===== src/rtl/instr_fetch_unit.sv =====
// Non-pipelined instruction fetch stage: PC register, imem request/response sequencing, instruction hand-off.
// Optional feature macro: FETCH_MISALIGN_TRAP_EN (trap misaligned redirect targets instead of aligning them).
module instr_fetch_unit #(
  parameter logic [31:0] RESET_PC  = 32'h0000_0000,
  parameter logic [31:0] NOP_INSTR = 32'h0000_0013
) (
  input  logic        clk,
  input  logic        rst_n,
  output logic        imem_req_valid,
  input  logic        imem_req_ready,
  output logic [31:0] imem_req_addr,
  input  logic        imem_rsp_valid,
  input  logic [31:0] imem_rsp_data,
  output logic        instr_valid,
  input  logic        instr_ready,
  output logic [31:0] instr,
  output logic [6:0]  opcode,
  output logic [2:0]  funct_3,
  output logic [6:0]  funct_7,
  output logic [31:0] pc,
  output logic [31:0] pc_plus_4,
  input  logic        pc_src,
  input  logic [31:0] pc_target,
  output logic        fetch_fault
);

  typedef enum logic [2:0] {
    ST_IDLE  = 3'd0,
    ST_REQ   = 3'd1,
    ST_WAIT  = 3'd2,
    ST_HOLD  = 3'd3,
    ST_FAULT = 3'd4
  } state_t;

  state_t      state_r;
  state_t      state_s;
  logic [31:0] pc_r;
  logic [31:0] pc_s;
  logic [31:0] instr_r;
  logic [31:0] instr_s;
  logic [31:0] pc_inc_s;
  logic        req_valid_r;
  logic        instr_valid_r;

  assign pc_inc_s = pc_r + 32'd4;

  // Next-state, next-PC and instruction capture.
  always_comb begin
    state_s = state_r;
    pc_s    = pc_r;
    instr_s = instr_r;
    case (state_r)
      ST_IDLE: begin
        state_s = ST_REQ;
      end
      ST_REQ: begin
        if (imem_req_ready) begin
          state_s = ST_WAIT;
        end else begin
          state_s = ST_REQ;
        end
      end
      ST_WAIT: begin
        if (imem_rsp_valid) begin
          instr_s = imem_rsp_data;
          state_s = ST_HOLD;
        end else begin
          state_s = ST_WAIT;
        end
      end
      ST_HOLD: begin
        if (instr_ready) begin
          if (pc_src) begin
`ifdef FETCH_MISALIGN_TRAP_EN
            // The raw target is kept in pc so a debugger can see what faulted.
            pc_s = pc_target;
            if (pc_target[1:0] != 2'b00) begin
              state_s = ST_FAULT;
            end else begin
              state_s = ST_REQ;
            end
`else
            pc_s    = pc_target & 32'hFFFF_FFFC;
            state_s = ST_REQ;
`endif
          end else begin
            pc_s    = pc_inc_s;
            state_s = ST_REQ;
          end
        end else begin
          state_s = ST_HOLD;
        end
      end
      ST_FAULT: begin
        state_s = ST_FAULT;
      end
      default: begin
        state_s = ST_IDLE;
      end
    endcase
  end

  // State, PC, instruction and registered handshake outputs.
  always_ff @(posedge clk) begin
    if (!rst_n) begin
      state_r       <= ST_IDLE;
      pc_r          <= RESET_PC;
      instr_r       <= NOP_INSTR;
      req_valid_r   <= 1'b0;
      instr_valid_r <= 1'b0;
    end else begin
      state_r       <= state_s;
      pc_r          <= pc_s;
      instr_r       <= instr_s;
      req_valid_r   <= (state_s == ST_REQ);
      instr_valid_r <= (state_s == ST_HOLD);
    end
  end

`ifdef FETCH_MISALIGN_TRAP_EN
  logic fault_r;

  // Sticky fault flag, cleared only by reset.
  always_ff @(posedge clk) begin
    if (!rst_n) begin
      fault_r <= 1'b0;
    end else begin
      fault_r <= (state_s == ST_FAULT);
    end
  end

  assign fetch_fault = fault_r;
`else
  assign fetch_fault = 1'b0;
`endif

  assign imem_req_valid = req_valid_r;
  assign imem_req_addr  = pc_r;
  assign instr_valid    = instr_valid_r;
  assign instr          = instr_r;
  assign opcode         = instr_r[6:0];
  assign funct_3        = instr_r[14:12];
  assign funct_7        = instr_r[31:25];
  assign pc             = pc_r;
  assign pc_plus_4      = pc_inc_s;

endmodule


===== config.mk =====
export PLATFORM = sky130hd
export DESIGN_NAME = instr_fetch_unit
export DESIGN_NICKNAME = d
export VERILOG_FILES = /design/src/rtl/instr_fetch_unit.sv
export SDC_FILE = /design/constraint.sdc
export NUM_CORES = 1
export LEC_CHECK = 0
export CORE_UTILIZATION = 30
export CTS_CLUSTER_SIZE = 14
export DETAILED_ROUTE_END_ITERATION = 6
export PLACE_DENSITY = 0.66
export SLEW_MARGIN = 30
export SYNTH_ARGS = -nofsm -noshare
export SYNTH_HDL_FRONTEND = slang
export SYNTH_SLANG_ARGS = --single-unit

===== constraint.sdc =====
create_clock -name clk -period 2 [get_ports clk]
set_clock_uncertainty 0.2 [all_clocks]
set_input_delay 0.2 -clock clk [delete_from_list [all_inputs] [get_ports clk]]
set_output_delay 0.2 -clock clk [all_outputs]
set_load 0.005 [all_outputs]

==> results.md, run 1 <==
- finished, violations left — result of the run
- DRC, setup timing — failing checks
- met4 — highest metal layer used by the detailed router
- 0 — overflow left after global routing
- 17,400 µm — total wirelength of the detailed-routed design
- input pin to flip-flop — kind of path behind the tightest hold check
- 0% — async set-reset flop share out of synthesis
- 0.472 mV — worst-case vdd ir drop
- 84.7% — synth-to-layout area growth
- 0 — max-cap violation count
- 38.8% — sequential fraction of design power
- 22.4% — GR Util All Layers
- 26,000 µm — wire length of the first global-routing pass
- 28 — final setup violation count
- 1050 µm — length of routed met3 wiring
- 67.5% — relative slew slack
- 62 — library cells used by synthesis
- 43 — number of core rows
- 5,308 — vias
- 575 — post-synthesis cell count
- 2740 µW — internal portion of total power
- true — setup repair after global routing missed its margin
- 11,300 µm — DP HPWL
- 41 — maximum number of pins on one net before global-route repair
- 5,027 — via count of the first global-routing pass
- 47.3% — share of total power in the clock network
- 1,142 — Layout fillers
- 23.5% — fraction of power spent switching nets
- 5.17 — number of vias per cell after detailed routing
- 0.167 ns — hold slack
- 0 — Antenna Nets Post-Route
- 122 µm — chip width
- 13,900 µm² — placeable core region
- 0 — number of flops mapped to enable cells by yosys
- 1 — post-route DRC violation count
- 3590 µW — total power of the final layout
- -5.12 ns — Fin Setup TNS
- 31.1% — part of the Yosys area used for sequential elements
- 218 — num ports
- 1.60 ns — Worst Path Required
- 2.29 ns — Final Critical Period
- output port — endpoint type of the worst setup path
- 0.00333 µW — leakage power
- 0.894 — gp weighted congestion
- 451 nW/µm² — Power Density
- 0.06 ns — Reg clk slew, reported paths
- 9 — cts bufs inserted
- 67 — flip-flop and latch count after synthesis
- 7 — number of detailed-route iterations in the first pass
- 1.89 ns — critical path data arrival time
- 6 — maximum fanout count along the critical path
- 845 µW — net switching power of the design
- 16.9 µm — detailed-route wire length per cell
- 122 µm — Die Span Y
- built — clock tree from TritonCTS
- 4310 µm² — post-synthesis instance area
- 67 — clock sink total
- 961 — placed cell count
- -0.368 ns — worst slack at placement
- 14,800 µm² — DIE AREA
- flip-flop to output port — WS Path Type
- -0.292 ns — final worst-path setup slack
- 7.49 µm² — post-synthesis average cell area
- 6880 µm — wl on met1
- sky130_fd_sc_hd__clkbuf_16 — Root Buffer Master
- 115% — period utilization
- 3 — H-tree depth reported by CTS
- 0.481 ns — Worst Max-Slew Pin Slew
- 0 — Diodes inserted
- 0 — initial antenna violation count
- 436 MHz — maximum frequency from static timing analysis
- 0.33 ns — Clk Latency, worst-skew pair
- 1,027 — post-route insts no fill
- 2 — clk buf depth
- 0 — final slew viol count
- flip-flop — CP startpoint kind
- sky130_fd_sc_hd__dfxtp_1 — primary flip-flop cell chosen by synthesis mapping
- 13.9% — combinational power share
- 31.8% — share of cells above drive strength 1
- 0 — Post-CTS Hold Fix Bufs
- 208 — IO Port Bufs
- 432 — detailed router's first-iteration violation count
- 8860 µm — Met2 Routed Length
- 913 — nets@finish
- 30.9% — effective utilization at floorplan
- 0 — Synth warnings
- 0 — Final Hold Viols
-- critical path: stages (launching register included) --
cell and delay, ns:
sky130_fd_sc_hd__dfxtp_4 0.36, sky130_fd_sc_hd__ha_4 0.15, sky130_fd_sc_hd__nand3_4 0.13, sky130_fd_sc_hd__buf_6 0.15, sky130_fd_sc_hd__nor4_4 0.32, sky130_fd_sc_hd__buf_4 0.19
sky130_fd_sc_hd__xor2_1 0.13, sky130_fd_sc_hd__buf_2 0.13
-- worst paths after layout --
kind	start	endpoint	slack [ns]	cells past startpoint
worst max-delay path	imem_req_addr[2]	pc_plus_4[18]	-0.29	7
worst max register to register	imem_req_addr[2]	imem_req_addr[16]	-0.04	9
worst min-delay path	pc_src	imem_req_addr[19]	0.17	4
worst min register to register	instr[11]	instr[11]	0.25	2
-- metrics by stage --
step / utilization, % / instance area [µm²]
finish: 57.1 / 7950
CTS: 55.3 / 7710
floorplan: - / 4330
global placement: 49.0 / 6820
global route: 57.1 / 7950
detailed placement: 49.0 / 6820
-- per-layer routing --
| layer | vias to the layer above | global-route usage (%) |
|---|---|---|
| li1 | 2491 | - |
| met1 | 2529 | 26.8 |
| met2 | 245 | 39.3 |
| met3 | 43 | 3.04 |
| met4 | 0 | 10.8 |
| met5 | - | 0 |
-- power by group through the flow --
stage | clock network (µW) | logic, µW | registers, µW
after global routing | 1780 | 540 | 1390
after detailed placement | 0 | 494 | 1420
final | 1700 | 500 | 1390
after global placement | 0 | 488 | 1420
after floorplan | 0 | 199 | 1420
after CTS | 1710 | 494 | 1390
-- synthesized netlist by cell type, types with 3 or more instances --
cell / instances / area share [%]
sky130_fd_sc_hd__and3_1: 8 / 1.2
sky130_fd_sc_hd__o21ai_0: 17 / 2.0
sky130_fd_sc_hd__nand3_1: 30 / 3.5
sky130_fd_sc_hd__buf_2: 18 / 2.1
sky130_fd_sc_hd__nor4_2: 4 / 1.2
sky130_fd_sc_hd__xor2_1: 11 / 2.2
sky130_fd_sc_hd__buf_1: 5 / 0.44
sky130_fd_sc_hd__nand2_1: 102 / 8.9
sky130_fd_sc_hd__nor2_1: 24 / 2.1
sky130_fd_sc_hd__nand3_2: 3 / 0.70
sky130_fd_sc_hd__xnor2_1: 16 / 3.3
sky130_fd_sc_hd__inv_1: 11 / 0.96
sky130_fd_sc_hd__clkbuf_2: 3 / 0.35
sky130_fd_sc_hd__nor3_1: 21 / 2.4
sky130_fd_sc_hd__a311o_1: 6 / 1.4
sky130_fd_sc_hd__and2_1: 4 / 0.58
sky130_fd_sc_hd__nor4_1: 6 / 0.87
sky130_fd_sc_hd__buf_4: 54 / 9.4
sky130_fd_sc_hd__a32o_1: 5 / 1.2
sky130_fd_sc_hd__dfxtp_1: 67 / 31
sky130_fd_sc_hd__clkbuf_1: 29 / 2.5
sky130_fd_sc_hd__o31ai_1: 5 / 0.87
sky130_fd_sc_hd__nand4_1: 13 / 1.9
sky130_fd_sc_hd__a21oi_1: 42 / 4.9
sky130_fd_sc_hd__a31oi_1: 20 / 2.9
sky130_fd_sc_hd__a22o_1: 5 / 1.0
-- cell type report --
| class | instances | area (µm²) | area share, % |
|---|---|---|---|
| Multi-Input combinational cell | 393 | 2700 | 33.9 |
| Clock buffer | 11 | 233 | 2.93 |
| Clock inverter | 5 | 77.6 | 0.975 |
| Timing Repair Buffer | 359 | 3280 | 41.3 |
| Tap cell | 180 | 225 | 2.83 |
| Inverter | 12 | 45.0 | 0.566 |
| Sequential cell | 67 | 1390 | 17.5 |
-- placed cells by master (no fill, tap or decap), types with 4 or more instances in the layout --
cell                              count
sky130_fd_sc_hd__nor3_1              16
sky130_fd_sc_hd__xnor2_1             11
sky130_fd_sc_hd__nand2_1             97
sky130_fd_sc_hd__xor2_1               8
sky130_fd_sc_hd__a31oi_1             20
sky130_fd_sc_hd__conb_1               7
sky130_fd_sc_hd__nor2_1              21
sky130_fd_sc_hd__xnor2_2              5
sky130_fd_sc_hd__and3_1               8
sky130_fd_sc_hd__nand3_2              7
sky130_fd_sc_hd__dfxtp_4             10
sky130_fd_sc_hd__o31ai_1              5
sky130_fd_sc_hd__a311o_1              6
sky130_fd_sc_hd__clkdlybuf4s50_1    179
sky130_fd_sc_hd__inv_1               11
sky130_fd_sc_hd__a21oi_1             41
sky130_fd_sc_hd__buf_6               40
sky130_fd_sc_hd__buf_12               4
sky130_fd_sc_hd__dfxtp_2             10
sky130_fd_sc_hd__buf_2               25
sky130_fd_sc_hd__dfxtp_1             47
sky130_fd_sc_hd__buf_4              107
sky130_fd_sc_hd__nand4_1             13
sky130_fd_sc_hd__nand3_4              4
sky130_fd_sc_hd__a32o_1               4
sky130_fd_sc_hd__nor2_4               4
sky130_fd_sc_hd__nor4_4               7
sky130_fd_sc_hd__nand3_1             22
sky130_fd_sc_hd__o21ai_0             16
sky130_fd_sc_hd__nor4_1               5
sky130_fd_sc_hd__a22o_1               5
sky130_fd_sc_hd__nor3_4               6
sky130_fd_sc_hd__clkbuf_16            9
sky130_fd_sc_hd__and2_1               4
-- registers in the layout, summed over array words and instances, names as in the netlist --
signal          flops
instr              32
imem_req_addr      30
state_r             3
imem_req_valid      1
instr_valid         1
-- cells by family (layout without fill, tap and decap cells) --
| kind of cell | after synthesis | after routing | synth area share (%) |
|---|---|---|---|
| muxes | 2 | 2 | 0.465 |
| xor gates and xnor gates | 27 | 27 | 5.49 |
| adders and majority gates | 1 | 1 | 0.290 |
| AOI/OAI and AO/OA | 117 | 117 | 17.6 |
| buffers and inverters | 121 | 387 | 15.9 |
| other | 1 | 7 | 0.0871 |
| and+or+nand+nor | 239 | 239 | 29.0 |
| DFF | 67 | 67 | 31.1 |
-- repair_timing --
item / CTS / global route
buffers inserted: 39 / 22
pin swaps: 38 / 45
resized for setup: 183 / 58
endpoints found under the setup margin: 29 / 37
No activity file was read; power rests on OpenSTA's default activity.
==> run 2: changes to the inputs <==
CORE_MARGIN = 5   (was not set)
==> results.md, run 2 (synthesis gave the netlist of run 1 again) <==
- 30.0% — share of cells above drive strength 1, -1.7 points
- 65.8% — relative slew slack, -1.7 points
- sky130_fd_sc_hd__clkdlybuf4s50_1 — most common library cell in the layout ignoring fill and taps
- buf_6 > nand4_4 > nor4_4 > buf_4 > buf_6 > buf_6 > nand3_4 > xnor2_2 > buf_2 — crit path cell chain
- 0.00319 µW — leakage power, -4.4%
- 3 — H-tree depth reported by CTS, unchanged
- sky130_fd_sc_hd__clkbuf_16 — Root Buffer Master
- 2.38 ns — Final Critical Period, +0.0910 ns
- 6800 µm² — area of placed instances, -0.29%
- 218 — num ports, unchanged
- 34.1% — met2 usage, -5.1 points
- 3 — number of stages on the worst hold path, -1
- 0.514 ns — Worst Max-Slew Pin Slew, +0.0327 ns
- -0.08 ns — FF-to-FF setup slack, -0.04 ns
- 52 — maximum number of pins on one net before global-route repair, +27%
- 0.05 ns — Reg clk slew, reported paths, about the same
- 0 — Post-CTS Hold Fix Bufs, unchanged
- 4.96 — number of vias per cell after detailed routing, -4.0%
- -0.360 ns — worst slack at placement, +0.00808 ns
- 1,221 — Layout fillers, +6.9%
- 16,900 µm² — DIE AREA, +14%
- flip-flop to output port — WS Path Type
- 43 — number of core rows, unchanged
- 67 — clock sink total, unchanged
- 0.920 — gp weighted congestion, +2.9%
- 5,069 — vias, -4.5%
- 0 — max-cap violation count, unchanged
- 23.3% — global routing usage on met1, -3.6 points
- 32 — number of flip-flops in the largest register, unchanged
- 130 µm — chip width, +6.6%
- 208 — IO Port Bufs, unchanged
- true — setup repair after global routing missed its margin
- 434 nW/µm² — Power Density, -3.8%
- 0 — Diodes inserted, unchanged
- 1.60 ns — Worst Path Required, about the same
- 0.226 ns — hold slack, +0.0597 ns
- 4 — maximum fanout count along the critical path, -2
- built — clock tree from TritonCTS
- 0.36 ns — delay contributed by the slowest stage of the critical path, about the same
- 19.3% — GR Util All Layers, -3.1 points
- 17,100 µm — total wirelength of the detailed-routed design, -1.5%
- imem_req_addr[7] — endpoint of the lowest-slack register-to-register path
- imem_req_addr[3] — worst reg2reg startpoint
- output port — endpoint type of the worst setup path
- instr[7] — Hold Path End
- 119% — period utilization, +4.6 points
- 11 — cell depth of the worst flop-to-flop path, +2
- 1370 µm² — combined flip-flop and latch cell area, -1.3%
- 130 µm — Die Span Y, +6.6%
- 5,139 — via count of the first global-routing pass, +2.2%
- setup timing — failing checks
- 420 MHz — maximum frequency from static timing analysis, -3.8%
- 0 — final slew viol count, unchanged
- 7 — number of detailed-route iterations in the first pass, unchanged
- sky130_fd_sc_hd__clkdlybuf4s50_1, sky130_fd_sc_hd__buf_4, sky130_fd_sc_hd__nand2_1 — most frequent cells in the layout
- 9 — cts bufs inserted, unchanged
- met2 — global routing's busiest layer
- 384 — detailed router's first-iteration violation count, -11%
- 0.32 ns — Clk Latency, worst-skew pair, about the same
- 1.98 ns — critical path data arrival time, +0.09 ns
- 0 — Final Hold Viols, unchanged
- sky130_fd_sc_hd__buf_6 — cell repeated most along the worst path
- finished, violations left — result of the run
- 3350 µW — total power of the final layout, -6.5%
- 7730 µm² — post-route cell area, -2.8%
- 2610 µm² — area used by multi-input combinational logic, -3.2%
- 30.8% — effective utilization at floorplan, -0.12 points
- 0 — overflow left after global routing, unchanged
- 3.60% — met3 demand-to-capacity share in global routing, +0.56 points
- 79.6% — synth-to-layout area growth
- 0 — Antenna Nets Post-Route, unchanged
- 16.7 µm — detailed-route wire length per cell, -1.0%
- 0 — post-route DRC violation count, -1
- sky130_fd_sc_hd__dfxtp_2 — cell with the biggest individual delay on the critical path
- 908 — nets@finish, -0.55%
- 26 — final setup violation count, -7.1%
- 14,000 µm² — placeable core region, +0.39%
- 26,200 µm — wire length of the first global-routing pass, +0.61%
- 0.355 mV — worst-case vdd ir drop, -25%
- 0 — initial antenna violation count, unchanged
- buffers and inverters — cell family contributing the most delay on the critical path
- 12,100 µm — DP HPWL, +7.1%
- flip-flop — CP startpoint kind
- input pin to flip-flop — kind of path behind the tightest hold check
- imem_rsp_data[7] — HP Start
- 5 — Critical path buffers and inverters, +2
- 2 — clk buf depth, unchanged
- -0.383 ns — final worst-path setup slack, -0.0910 ns
-- run 2: worst reg2reg max path, cell delays in order (launching register included) --
cell and delay [ns]:
sky130_fd_sc_hd__dfxtp_2 0.36, sky130_fd_sc_hd__buf_6 0.11, sky130_fd_sc_hd__nand4_4 0.15, sky130_fd_sc_hd__buf_4 0.18, sky130_fd_sc_hd__buf_6 0.11, sky130_fd_sc_hd__buf_6 0.12
sky130_fd_sc_hd__nor3b_4 0.20, sky130_fd_sc_hd__buf_4 0.14, sky130_fd_sc_hd__buf_4 0.09, sky130_fd_sc_hd__buf_4 0.09, sky130_fd_sc_hd__nor3_1 0.03, sky130_fd_sc_hd__o31ai_1 0.21
-- run 2: worst max path at each step --
stage                 startpoint       endpoint  slack (ns)  depth (start not counted)
5_1_grt        imem_req_addr[12]  pc_plus_4[31]       -0.49                          9
3_3_place_gp    imem_req_addr[2]  pc_plus_4[16]       -0.35                          6
2_1_floorplan   imem_req_addr[2]  pc_plus_4[24]        0.06                          6
6_report        imem_req_addr[3]  pc_plus_4[31]       -0.38                          9
3_5_place_dp    imem_req_addr[2]  pc_plus_4[24]       -0.36                          6
4_1_cts         imem_req_addr[2]  pc_plus_4[31]       -0.37                          9
-- run 2: layout make-up --
| cell class | instances | area share, % |
|---|---|---|
| Clock buffer | 14 | 3.41 |
| Clock inverter | 2 | 0.129 |
| Inverter | 12 | 0.582 |
| Multi-Input combinational cell | 393 | 33.8 |
| Sequential cell | 67 | 17.7 |
| Tap cell | 180 | 2.91 |
| Timing Repair Buffer | 354 | 41.4 |
-- run 2: what timing repair did --
| item | in CTS | in global routing |
|---|---|---|
| hold endpoints to repair | 0 | 0 |
| gates cloned | 0 | 0 |
| resized for setup | 179 | 34 |
| pin swaps | 42 | 27 |
| buffers inserted | 32 | 23 |
| setup endpoints to repair | 29 | 34 |
-- run 2: stage by stage --
step,std cells,TNS [ns],utilization (%)
3_5_place_dp,960,-6.24,48.6
6_report,1022,-4.77,55.3
4_1_cts,1008,-4.08,53.8
3_3_place_gp,960,-5.71,48.6
5_1_grt,1022,-7.66,55.3
2_1_floorplan,581,0,-
-- run 2: routing by layer --
layer / vias to the layer above / share of wire (%)
li1: 2477 / -
met1: 2355 / 39
met2: 204 / 52
met3: 33 / 6.2
met4: 0 / 2.2
met5: - / 0
-- run 2: power by group --
group          switching, µW  internal, µW
clock                    554           904
sequential              31.7          1360
combinational            202           296
total                    788          2560
